`src/rtl/bram_fifo_pkg.sv`:
```
// Shared sizing constants for the BRAM-backed FWFT FIFO controller.
// The top module optionally adds level/almost_full when BRAM_FIFO_COUNT_EN is defined.
package bram_fifo_pkg;
  localparam int ADDR_W_DEFAULT     = 13;
  localparam int DATA_W_DEFAULT     = 2;
  localparam int DEPTH              = 2 ** ADDR_W_DEFAULT;
  localparam int SKID_DEPTH         = 2;
  localparam int ALMOST_FULL_MARGIN = 16;
endpackage

```
`src/rtl/bram_fifo_ctrl_8192x2_skid.sv`:
```
// fifo_skid2: two-entry registered output FIFO; entry 0 is always the head so
// dout comes straight from a flop.
module fifo_skid2
  import bram_fifo_pkg::*;
#(
  parameter int DATA_W = DATA_W_DEFAULT
) (
  input  logic              clk,
  input  logic              rst,
  input  logic              push,
  input  logic [DATA_W-1:0] din,
  input  logic              pop,
  output logic [DATA_W-1:0] dout,
  output logic              valid,
  output logic [1:0]        count
);
  logic [1:0] count_reg;
  logic [1:0] count_next;
  logic [1:0] wr_idx;

  // A simultaneous pop shifts everything down, so the new word lands one slot lower.
  assign wr_idx = count_reg - {1'b0, pop};

  always_comb begin
    count_next = count_reg;
    if (push && !pop) begin
      count_next = count_reg + 2'd1;
    end else if (pop && !push) begin
      count_next = count_reg - 2'd1;
    end
  end

  always_ff @(posedge clk or posedge rst) begin
    if (rst) begin
      count_reg <= '0;
    end else begin
      count_reg <= count_next;
    end
  end

  for (genvar gi = 0; gi < SKID_DEPTH; gi++) begin : g_entry
    logic [DATA_W-1:0] q;
    if (gi < SKID_DEPTH - 1) begin : g_shift
      always_ff @(posedge clk or posedge rst) begin
        if (rst) begin
          q <= '0;
        end else if (push && (wr_idx == 2'(gi))) begin
          q <= din;
        end else if (pop) begin
          q <= g_entry[gi+1].q;
        end
      end
    end else begin : g_last
      always_ff @(posedge clk or posedge rst) begin
        if (rst) begin
          q <= '0;
        end else if (push && (wr_idx == 2'(gi))) begin
          q <= din;
        end
      end
    end
  end

  assign dout  = g_entry[0].q;
  assign valid = (count_reg != 2'd0);
  assign count = count_reg;
endmodule

```
`src/rtl/bram_fifo_ctrl_8192x2.sv`:
```
// FWFT FIFO controller driving an external BRAM_8192x2 (port 0 write, port 1 read).
// Define BRAM_FIFO_COUNT_EN to add the level and almost_full outputs.
module bram_fifo_ctrl_8192x2
  import bram_fifo_pkg::*;
#(
  parameter int ADDR_W = ADDR_W_DEFAULT,
  parameter int DATA_W = DATA_W_DEFAULT
) (
  input  logic              CLK,
  input  logic              RST,
  input  logic              in_valid,
  output logic              in_ready,
  input  logic [DATA_W-1:0] in_data,
  output logic              out_valid,
  input  logic              out_ready,
  output logic [DATA_W-1:0] out_data,
  output logic [ADDR_W-1:0] A0,
  output logic [DATA_W-1:0] D0,
  output logic              WE0,
  output logic [DATA_W-1:0] WEM0,
  output logic              CE0,
  input  logic [DATA_W-1:0] Q0,
  output logic [ADDR_W-1:0] A1,
  output logic [DATA_W-1:0] D1,
  output logic              WE1,
  output logic [DATA_W-1:0] WEM1,
  output logic              CE1,
  input  logic [DATA_W-1:0] Q1
`ifdef BRAM_FIFO_COUNT_EN
  ,
  output logic [ADDR_W+1:0] level,
  output logic              almost_full
`endif
);
  localparam logic [ADDR_W:0] DEPTH_CNT = {1'b1, {ADDR_W{1'b0}}};

  logic [ADDR_W-1:0] wr_ptr_reg;
  logic [ADDR_W-1:0] rd_ptr_reg;
  logic [ADDR_W:0]   bram_cnt_reg;
  logic [ADDR_W:0]   bram_cnt_next;
  logic              rd_pend_reg;
  logic              in_ready_reg;
  logic              push;
  logic              pop;
  logic              issue;
  logic [1:0]        skid_cnt;
  logic [2:0]        skid_claim;
  logic              unused_q0;

  assign push = in_valid & in_ready_reg;
  assign pop  = out_valid & out_ready;

  // Slots already spoken for once this cycle's pop leaves; issuing keeps it <= SKID_DEPTH.
  assign skid_claim = {1'b0, skid_cnt} + {2'b00, rd_pend_reg} - {2'b00, pop};
  assign issue      = (bram_cnt_reg != '0) && (skid_claim < 3'(SKID_DEPTH));

  always_comb begin
    bram_cnt_next = bram_cnt_reg;
    if (push && !issue) begin
      bram_cnt_next = bram_cnt_reg + (ADDR_W+1)'(1);
    end else if (issue && !push) begin
      bram_cnt_next = bram_cnt_reg - (ADDR_W+1)'(1);
    end
  end

  // in_ready is held low through reset, so it is a flop tracking the next count.
  always_ff @(posedge CLK or posedge RST) begin
    if (RST) begin
      wr_ptr_reg   <= '0;
      rd_ptr_reg   <= '0;
      bram_cnt_reg <= '0;
      rd_pend_reg  <= 1'b0;
      in_ready_reg <= 1'b0;
    end else begin
      if (push) begin
        wr_ptr_reg <= wr_ptr_reg + ADDR_W'(1);
      end
      if (issue) begin
        rd_ptr_reg <= rd_ptr_reg + ADDR_W'(1);
      end
      bram_cnt_reg <= bram_cnt_next;
      rd_pend_reg  <= issue;
      in_ready_reg <= (bram_cnt_next != DEPTH_CNT);
    end
  end

  // Q1 is only looked at while a read is pending, so a reset drops any in-flight word.
  fifo_skid2 #(.DATA_W(DATA_W)) u_skid (
    .clk   (CLK),
    .rst   (RST),
    .push  (rd_pend_reg),
    .din   (Q1),
    .pop   (pop),
    .dout  (out_data),
    .valid (out_valid),
    .count (skid_cnt)
  );

  assign in_ready  = in_ready_reg;
  assign A0        = wr_ptr_reg;
  assign D0        = in_data;
  assign WE0       = push;
  assign CE0       = push;
  assign WEM0      = '1;
  assign A1        = rd_ptr_reg;
  assign D1        = '0;
  assign WE1       = 1'b0;
  assign WEM1      = '0;
  assign CE1       = issue;
  assign unused_q0 = ^Q0;

`ifdef BRAM_FIFO_COUNT_EN
  localparam logic [ADDR_W:0] AF_THRESH = DEPTH_CNT - (ADDR_W+1)'(ALMOST_FULL_MARGIN);
  logic [ADDR_W+1:0] level_reg;

  // Total occupancy only moves on external handshakes; issue/return shuffle words internally.
  always_ff @(posedge CLK or posedge RST) begin
    if (RST) begin
      level_reg <= '0;
    end else if (push && !pop) begin
      level_reg <= level_reg + (ADDR_W+2)'(1);
    end else if (pop && !push) begin
      level_reg <= level_reg - (ADDR_W+2)'(1);
    end
  end

  assign level       = level_reg;
  assign almost_full = (bram_cnt_reg >= AF_THRESH);
`endif
endmodule

```
`config.mk`:
```
export PLATFORM = sky130hd
export DESIGN_NAME = bram_fifo_ctrl_8192x2
export DESIGN_NICKNAME = d
export VERILOG_FILES = /design/src/rtl/bram_fifo_pkg.sv /design/src/rtl/bram_fifo_ctrl_8192x2_skid.sv /design/src/rtl/bram_fifo_ctrl_8192x2.sv
export SDC_FILE = /design/constraint.sdc
export NUM_CORES = 1
export LEC_CHECK = 0
export ABC_AREA = 1
export CORE_ASPECT_RATIO = 1.75
export CORE_MARGIN = 10
export CORE_UTILIZATION = 53
export DETAILED_ROUTE_END_ITERATION = 12
export PLACE_DENSITY = 0.76
export SYNTH_ARGS = -nofsm -noshare
export SYNTH_HDL_FRONTEND = slang
export SYNTH_SLANG_ARGS = --single-unit
```
`constraint.sdc`:
```
create_clock -name CLK -period 3.73 [get_ports CLK]
set_clock_uncertainty 0.2 [all_clocks]
set_input_delay 0.373 -clock CLK [delete_from_list [all_inputs] [get_ports CLK]]
set_output_delay 0.373 -clock CLK [all_outputs]
set_load 0.02 [all_outputs]
```
## After elaboration in Yosys (flattened, before gate mapping)

Cells that the tools add are included.

- Bits in registers: 48
- Bits in writable memories: 0
- Logic and storage cells: 44
- Bits in read-only memories: 0
- Memories kept: 0
- Output and inout port bits: 42
- Latch bits: 0
- Input bits: 10

- Add/sub/neg operators: 9
- Eq/ne operators: 2
- Bitwise gates (word level): 2
- $lt $le $gt $ge: 1
- Shift operators: 0
- Div/mod/pow operators: 0
- Reduce and logical (&&, ||, !) cells: 16
- Multiply operators: 0
- Multiplexer cells: 6

Operators with widths:

| kind | number |
|---|---|
| 14-bit two-way mux | 2 |
| 13-bit by 1-bit adder with 13-bit output (second input constant) | 2 |
| 14-bit by 1-bit adder with 14-bit output (second input constant) | 1 |
| 14-bit inequality test (second input constant) | 1 |
| 14-bit nonzero test | 1 |
| 14-bit by 1-bit subtractor with 14-bit output (second input constant) | 1 |
| 2-bit two-way mux | 4 |
| 1-bit logical AND | 7 |
| 2-bit nonzero test | 3 |
| 1-bit zero test | 4 |
| 2-bit by 1-bit adder with 3-bit output | 1 |
| 3-bit by 2-bit less-than comparator with 1-bit output (second input constant) | 1 |
| 3-bit by 1-bit subtractor with 3-bit output | 1 |
| 2-bit by 1-bit adder with 2-bit output (second input constant) | 1 |
| 1-bit bitwise AND | 2 |
| 2-bit by 1-bit equality test with 1-bit output (second input constant) | 1 |
| 2-bit zero test | 1 |
| 2-bit by 1-bit subtractor with 2-bit output | 1 |
| 2-bit by 1-bit subtractor with 2-bit output (second input constant) | 1 |

## Depth between registers and ports, before layout

- Depth after elaboration: 9
- Mapped depth: 22
- Depth with buffers taken out: 21

## By module

Synthesis repeated with hierarchy kept, for this count alone.

- Cells, all modules: 427
- Area, all modules: 3165.5 sq um

By module, submodules not included:

| module | area an instance (sq um) | sequential area each (sq um) | cells each | times used |
|---|---|---|---|---|
| bram_fifo_ctrl_8192x2 | 2786.4 | 1051.0 | 373 | 1 |
| fifo_skid2 | 379.1 | 150.1 | 54 | 1 |

## Worst setup path before layout

No wires, ideal clock.

- Kind: reg2reg
- Start point: reg u_skid.count_reg[1] (netlist: u_skid.count[1])
- End point: reg in_ready_reg (netlist: in_ready)
- Period minus slack after synthesis: 3.147 ns
- Slack: 0.583 ns
- Arrival: 2.820 ns
- Required time: 3.403 ns
- Setup time: 0.127 ns
- Cell stages (with the launch flop): 22
- Buffers on the path: 2
- Path through: dfrtp_1 > inv_2 > nand2_1 > nand2_1 > inv_1 > ha_1 > inv_1 > nand2_1 > fa_1 > nand2_1 > nor2_4 > nand2_4 > buf_12 > buf_12 > nand3_2 > nand2_1 > nor2_2 > nand2_1 > nor2_1 > nand2_1 > nor2_1 > nand3_1

- Word-level cells in the longest chain between the ends: 9
- Elaborated cells on any way between the ends: 12
- Those cells by class: add/sub (2); order compare (1); eq/ne (1); mux (2); bitwise (1); reduce/logical (5)

Ends and longest elaborated chain:

| what | line | text |
|---|---|---|
| from (decl) | bram_fifo_ctrl_8192x2_skid.sv:17 | `logic [1:0] count_reg;` |
| from (signal assigned) | bram_fifo_ctrl_8192x2_skid.sv:37 | `count_reg <= count_next;` |
| 2-bit nonzero test * | bram_fifo_ctrl_8192x2_skid.sv:65 | `assign valid = (count_reg != 2'd0);` |
| via out_valid | bram_fifo_ctrl_8192x2.sv:14 | `output logic out_valid,` |
| 1-bit bitwise AND * | bram_fifo_ctrl_8192x2.sv:51 | `assign pop = out_valid & out_ready;` |
| 3-bit by 1-bit subtractor with 3-bit output * | bram_fifo_ctrl_8192x2.sv:54 | `assign skid_claim = {1'b0, skid_cnt} + {2'b00, rd_pend_reg} - {2'b00, pop};` |
| 3-bit by 2-bit less-than comparator with 1-bit output * | bram_fifo_ctrl_8192x2.sv:55 | `assign issue = (bram_cnt_reg != '0) && (skid_claim < 3'(SKID_DEPTH));` |
| 1-bit logical AND * | bram_fifo_ctrl_8192x2.sv:55 |  |
| 1-bit logical AND / 1-bit zero test (equally long branches) | bram_fifo_ctrl_8192x2.sv:61, bram_fifo_ctrl_8192x2.sv:59 |  |
| 14-bit two-way mux / 1-bit logical AND (equally long branches) | bram_fifo_ctrl_8192x2.sv:61, bram_fifo_ctrl_8192x2.sv:59 |  |
| 14-bit two-way mux * | bram_fifo_ctrl_8192x2.sv:59 | `if (push && !issue) begin` |
| 14-bit inequality test * | bram_fifo_ctrl_8192x2.sv:83 | `in_ready_reg <= (bram_cnt_next != DEPTH_CNT);` |
| to (signal assigned) | bram_fifo_ctrl_8192x2.sv:83 |  |
| to (decl) | bram_fifo_ctrl_8192x2.sv:42 | `logic in_ready_reg;` |

Mark *: on every way through the listed nets, which the timed path passes. The rest lies on a longest branch.
A chain may end at the register's enable or synchronous reset.

## Worst setup path after layout

- Start point: reg u_skid.count_reg[1] (netlist: u_skid.count[1])
- End point: reg in_ready_reg (netlist: in_ready)

- Word-level cells in the longest chain between the ends: 9
- Elaborated cells on any way between the ends: 12
- Those cells by class: add/sub (2); order compare (1); eq/ne (1); mux (2); bitwise (1); reduce/logical (5)

Ends and longest elaborated chain:

| what | line | text |
|---|---|---|
| branches (longest 2 deep; another with 2-bit by 1-bit adder with 3-bit output) | -- |  |
| 3-bit by 1-bit subtractor with 3-bit output * | bram_fifo_ctrl_8192x2.sv:54 |  |
| 3-bit by 2-bit less-than comparator with 1-bit output * | bram_fifo_ctrl_8192x2.sv:55 |  |
| 1-bit logical AND * | bram_fifo_ctrl_8192x2.sv:55 |  |
| 1-bit logical AND / 1-bit zero test (equally long branches) | bram_fifo_ctrl_8192x2.sv:61, bram_fifo_ctrl_8192x2.sv:59 |  |
| 14-bit two-way mux / 1-bit logical AND (equally long branches) | bram_fifo_ctrl_8192x2.sv:61, bram_fifo_ctrl_8192x2.sv:59 |  |
| 14-bit two-way mux * | bram_fifo_ctrl_8192x2.sv:59 |  |
| via bram_cnt_next[5] | bram_fifo_ctrl_8192x2.sv:40 | `logic [ADDR_W:0] bram_cnt_next;` |
| 14-bit inequality test * | bram_fifo_ctrl_8192x2.sv:83 |  |

Mark *: on every way through the listed nets, which the timed path passes.

==> flow_metrics.tcl <==
set metrics [dict create \
    status "finished clean" \
    synth-simple-area-share_pct 33.24 \
    grt_max_degree 49 \
    slew_headroom_pct 35.49 \
    syn_avg_cell_area_um2 8.077 \
    io_buffers 38 \
    yosysSeqAreaShare_pct 39.34 \
    yosysTopAreaCell "dfrtp_1" \
    min_path_type "register to register" \
    drive_gt1_share_pct 9.880 \
    dp_hpwl_mm 5.048 \
    routabilityCongestion 0.9315 \
    drtIter0Drc 165 \
    synthTopCellsByArea "dfrtp_1 (39%), nand2_1 (12%), xor2_1 (6.3%), nand3_1 (5.4%), inv_1 (4.9%)" \
    firstDrtPassIters 4 \
    area_growth_pct 16.43 \
    clock_sinks 48 \
    grt_pass1_wl_mm 11.38 \
    crit_arrival_ns 3.34 \
    grt_util_all_layers_pct 14.64 \
    postCtsHoldBufs 0 \
    vdd_drop_max_mv 0.4090 \
    die_w_um 77.37 \
    h-tree-depth 2 \
    cp_max_fo 8 \
    fin_cells 491 \
    via_per_inst 4.984 \
    num_antenna_cells 0 \
    period_minus_slack_ns 3.353 \
    cts_setup_buffers 0 \
    synth_top_family_by_area "simple AND/OR/NAND/NOR gates" \
    crit_start "u_skid.count[1]$_DFFE_PP0P_" \
    die_y_um 120.4 \
    wl_mm 6.508 \
    via_count 2447 \
    cts_resized 0 \
    clk_path_buf_depth 2 \
    reg2reg_setup_slack_ns 0.38 \
    root_buffer "clkbuf_8" \
    yosys_warnings 0 \
    fin_crit_sh_pct 89.90 \
    p_leak_uw 0.001799 \
    p_per_area_mw_per_mm2 824.1 \
    ys_types 30 \
    synthAdderAreaFrac_pct 3.934 \
    wl_per_cell_um 13.25 \
    hold_viol_final 0 \
    netlist_instances 378 \
    critPathCaptureType "register" \
    drc_errors 0 \
    path_clk_slew_ns 0.09 \
    drv_slew 0 \
    setup_viol 0 \
    largest_reg_flops 14 \
    path_cells "inv_2 > nand2_1 > nand2_1 > inv_1 > ha_1 > inv_1 > nand2_1 > fa_1 > nand2_1 > nor2_4 > buf_4 > nand3_2 > inv_2 > nand2_1 > nand3_1 > nand2_1 > nor2_1 > nand2_1 > nor2_1 > nand3_1" \
    worst_slew_pin_slew_ns 0.9662 \
    timing.critical_path.to "in_ready$_DFF_PP0_" \
    slowest_delay_ns 0.49 \
    layout.nets 433 \
    synthXorXnorAreaFrac_pct 10.04 \
    antenna_found_initial 0 \
    required_ns 3.71 \
    worstSetupPathType "register to register" \
    crit_top_cell "nand2_1" \
    crit_slowest_cell "fa_1" \
    ant_nets 0 \
    tritoncts "yes" \
    grt_setup_unrepaired "no" \
    synth-seq-cells 48 \
    coreArea_mm2 0.005585 \
    numPlacedInstances 483 \
    rows 36 \
    synth_compound_area_share_pct 1.967 \
    critPathLaunchType "register" \
    r2r-end "in_ready$_DFF_PP0_" \
    synth_area_mm2 0.003053 \
    r2r_cells 20 \
    drv_cap 0 \
    insertion_delay_ns 0.31 \
    r2r_start "u_skid.count[1]$_DFFE_PP0P_" \
    num_io_pins 52 \
    synth_top_area_share_pct 39.34 \
    cts_buffers 5 \
    grt_pass1_vias 2567 \
    final.setup.tns_ns 0 \
    postLayoutCoreUtil_pct 63.64 \
    fmaxAchievable_ghz 0.2982 \
    overflow 0 \
    die_area_mm2 0.009315 \
    start_util_pct 54.66 \
    synth_mux_area_share_pct 0.7377 \
]
==> cells in the final DEF (no fill, tap or decap), drive strengths merged, types with 2 or more instances in the layout <==
master and n:
a21oi 2, buf 4, bufinv 2, clkbuf 5
clkdlybuf4s50 37, conb 7, dfrtp 48, ha 8
inv 43, mux2 2, nand2 105, nand3 38
nand3b 2, nand4 10, nor2 46, nor3 7
o21ai 10, xnor2 13, xor2 22
==> metal layers <==
| layer | track usage (%) | vias to the layer above | routed length [µm] |
|---|---|---|---|
| met3 | 3.561 | 14 | 302 |
| met5 | 0 | - | 0 |
| met1 | 14.23 | 1156 | 2358 |
| li1 | - | 1228 | - |
| met2 | 27.57 | 49 | 3618 |
| met4 | 7.569 | 0 | 228 |
==> final cells by class <==
class,instances,area (µm²)
Fill cell,516,2031
Multi-Input combinational cell,275,1550
Sequential cell,48,1201
Timing Repair Buffer,42,412.9
Inverter,42,157.7
Tap cell,76,95.09
Clock buffer,5,68.82
Clock inverter,3,68.82
==> power by group <==
group | switching [µW] | internal [µW] | total [µW]
clock | 183 | 270 | 453
sequential | 221 | 693 | 915
combinational | 950 | 613 | 1560
total | 1350 | 1580 | 2930
==> cell usage after synthesis, drive strengths merged <==
master and number:
fa 1, buf 18, nor4b 1, a21oi 2
xor2 22, nand4 10, nor2 46, inv 42
ha 8, mux2 2, nand2 105, nor3 7
nand3b 2, xnor2 13, conb 2, o21ai 10
nand3 38, or2 1, dfrtp 48
==> through the flow <==
step	total power [µW]	hold WS, ns	setup WS (ns)	cell area, µm²
floorplan	2133	0.2458	0.5833	3072
global placement	2433	0.2595	0.2359	3415
detailed placement	2480	0.2606	0.2167	3415
CTS	2948	0.2806	0.06593	3552
global route	3178	0.2879	0.06947	3555
finish	2929	0.2779	0.3766	3555
==> critical path: cells and delay by family, from the launching register on <==
family	cells	cell delay, ns
AND/OR/NAND/NOR	13	1.28
adder cells (fa/ha/maj)	2	0.77
buffers and inverters	5	0.55
flip-flops	1	0.42
==> how the worst min path moves through the flow <==
stage | from | cells after the start | end | slack [ns]
after CTS | A1[12]$_DFFE_PP0P_ | 1 | A1[12]$_DFFE_PP0P_ | 0.28
after detailed placement | A1[12]$_DFFE_PP0P_ | 1 | A1[12]$_DFFE_PP0P_ | 0.26
final | u_skid.count[0]$_DFFE_PP0P_ | 1 | u_skid.count[0]$_DFFE_PP0P_ | 0.28
after global placement | A1[12]$_DFFE_PP0P_ | 1 | A1[12]$_DFFE_PP0P_ | 0.26
after floorplan | u_skid.count[0]$_DFFE_PP0P_ | 1 | u_skid.count[0]$_DFFE_PP0P_ | 0.25
after global routing | u_skid.count[0]$_DFFE_PP0P_ | 1 | u_skid.count[0]$_DFFE_PP0P_ | 0.29
==> cells by family (layout without fill, tap and decap cells) <==
logic type	after synthesis	in the layout
fa+ha+maj	9	9
other cells	2	7
buf+inv	60	92
mux	2	2
xor+xnor	35	35
flops	48	48
simple gates	210	210
compound gates	12	12
Note: power is estimated with default switching activity, not from simulation.
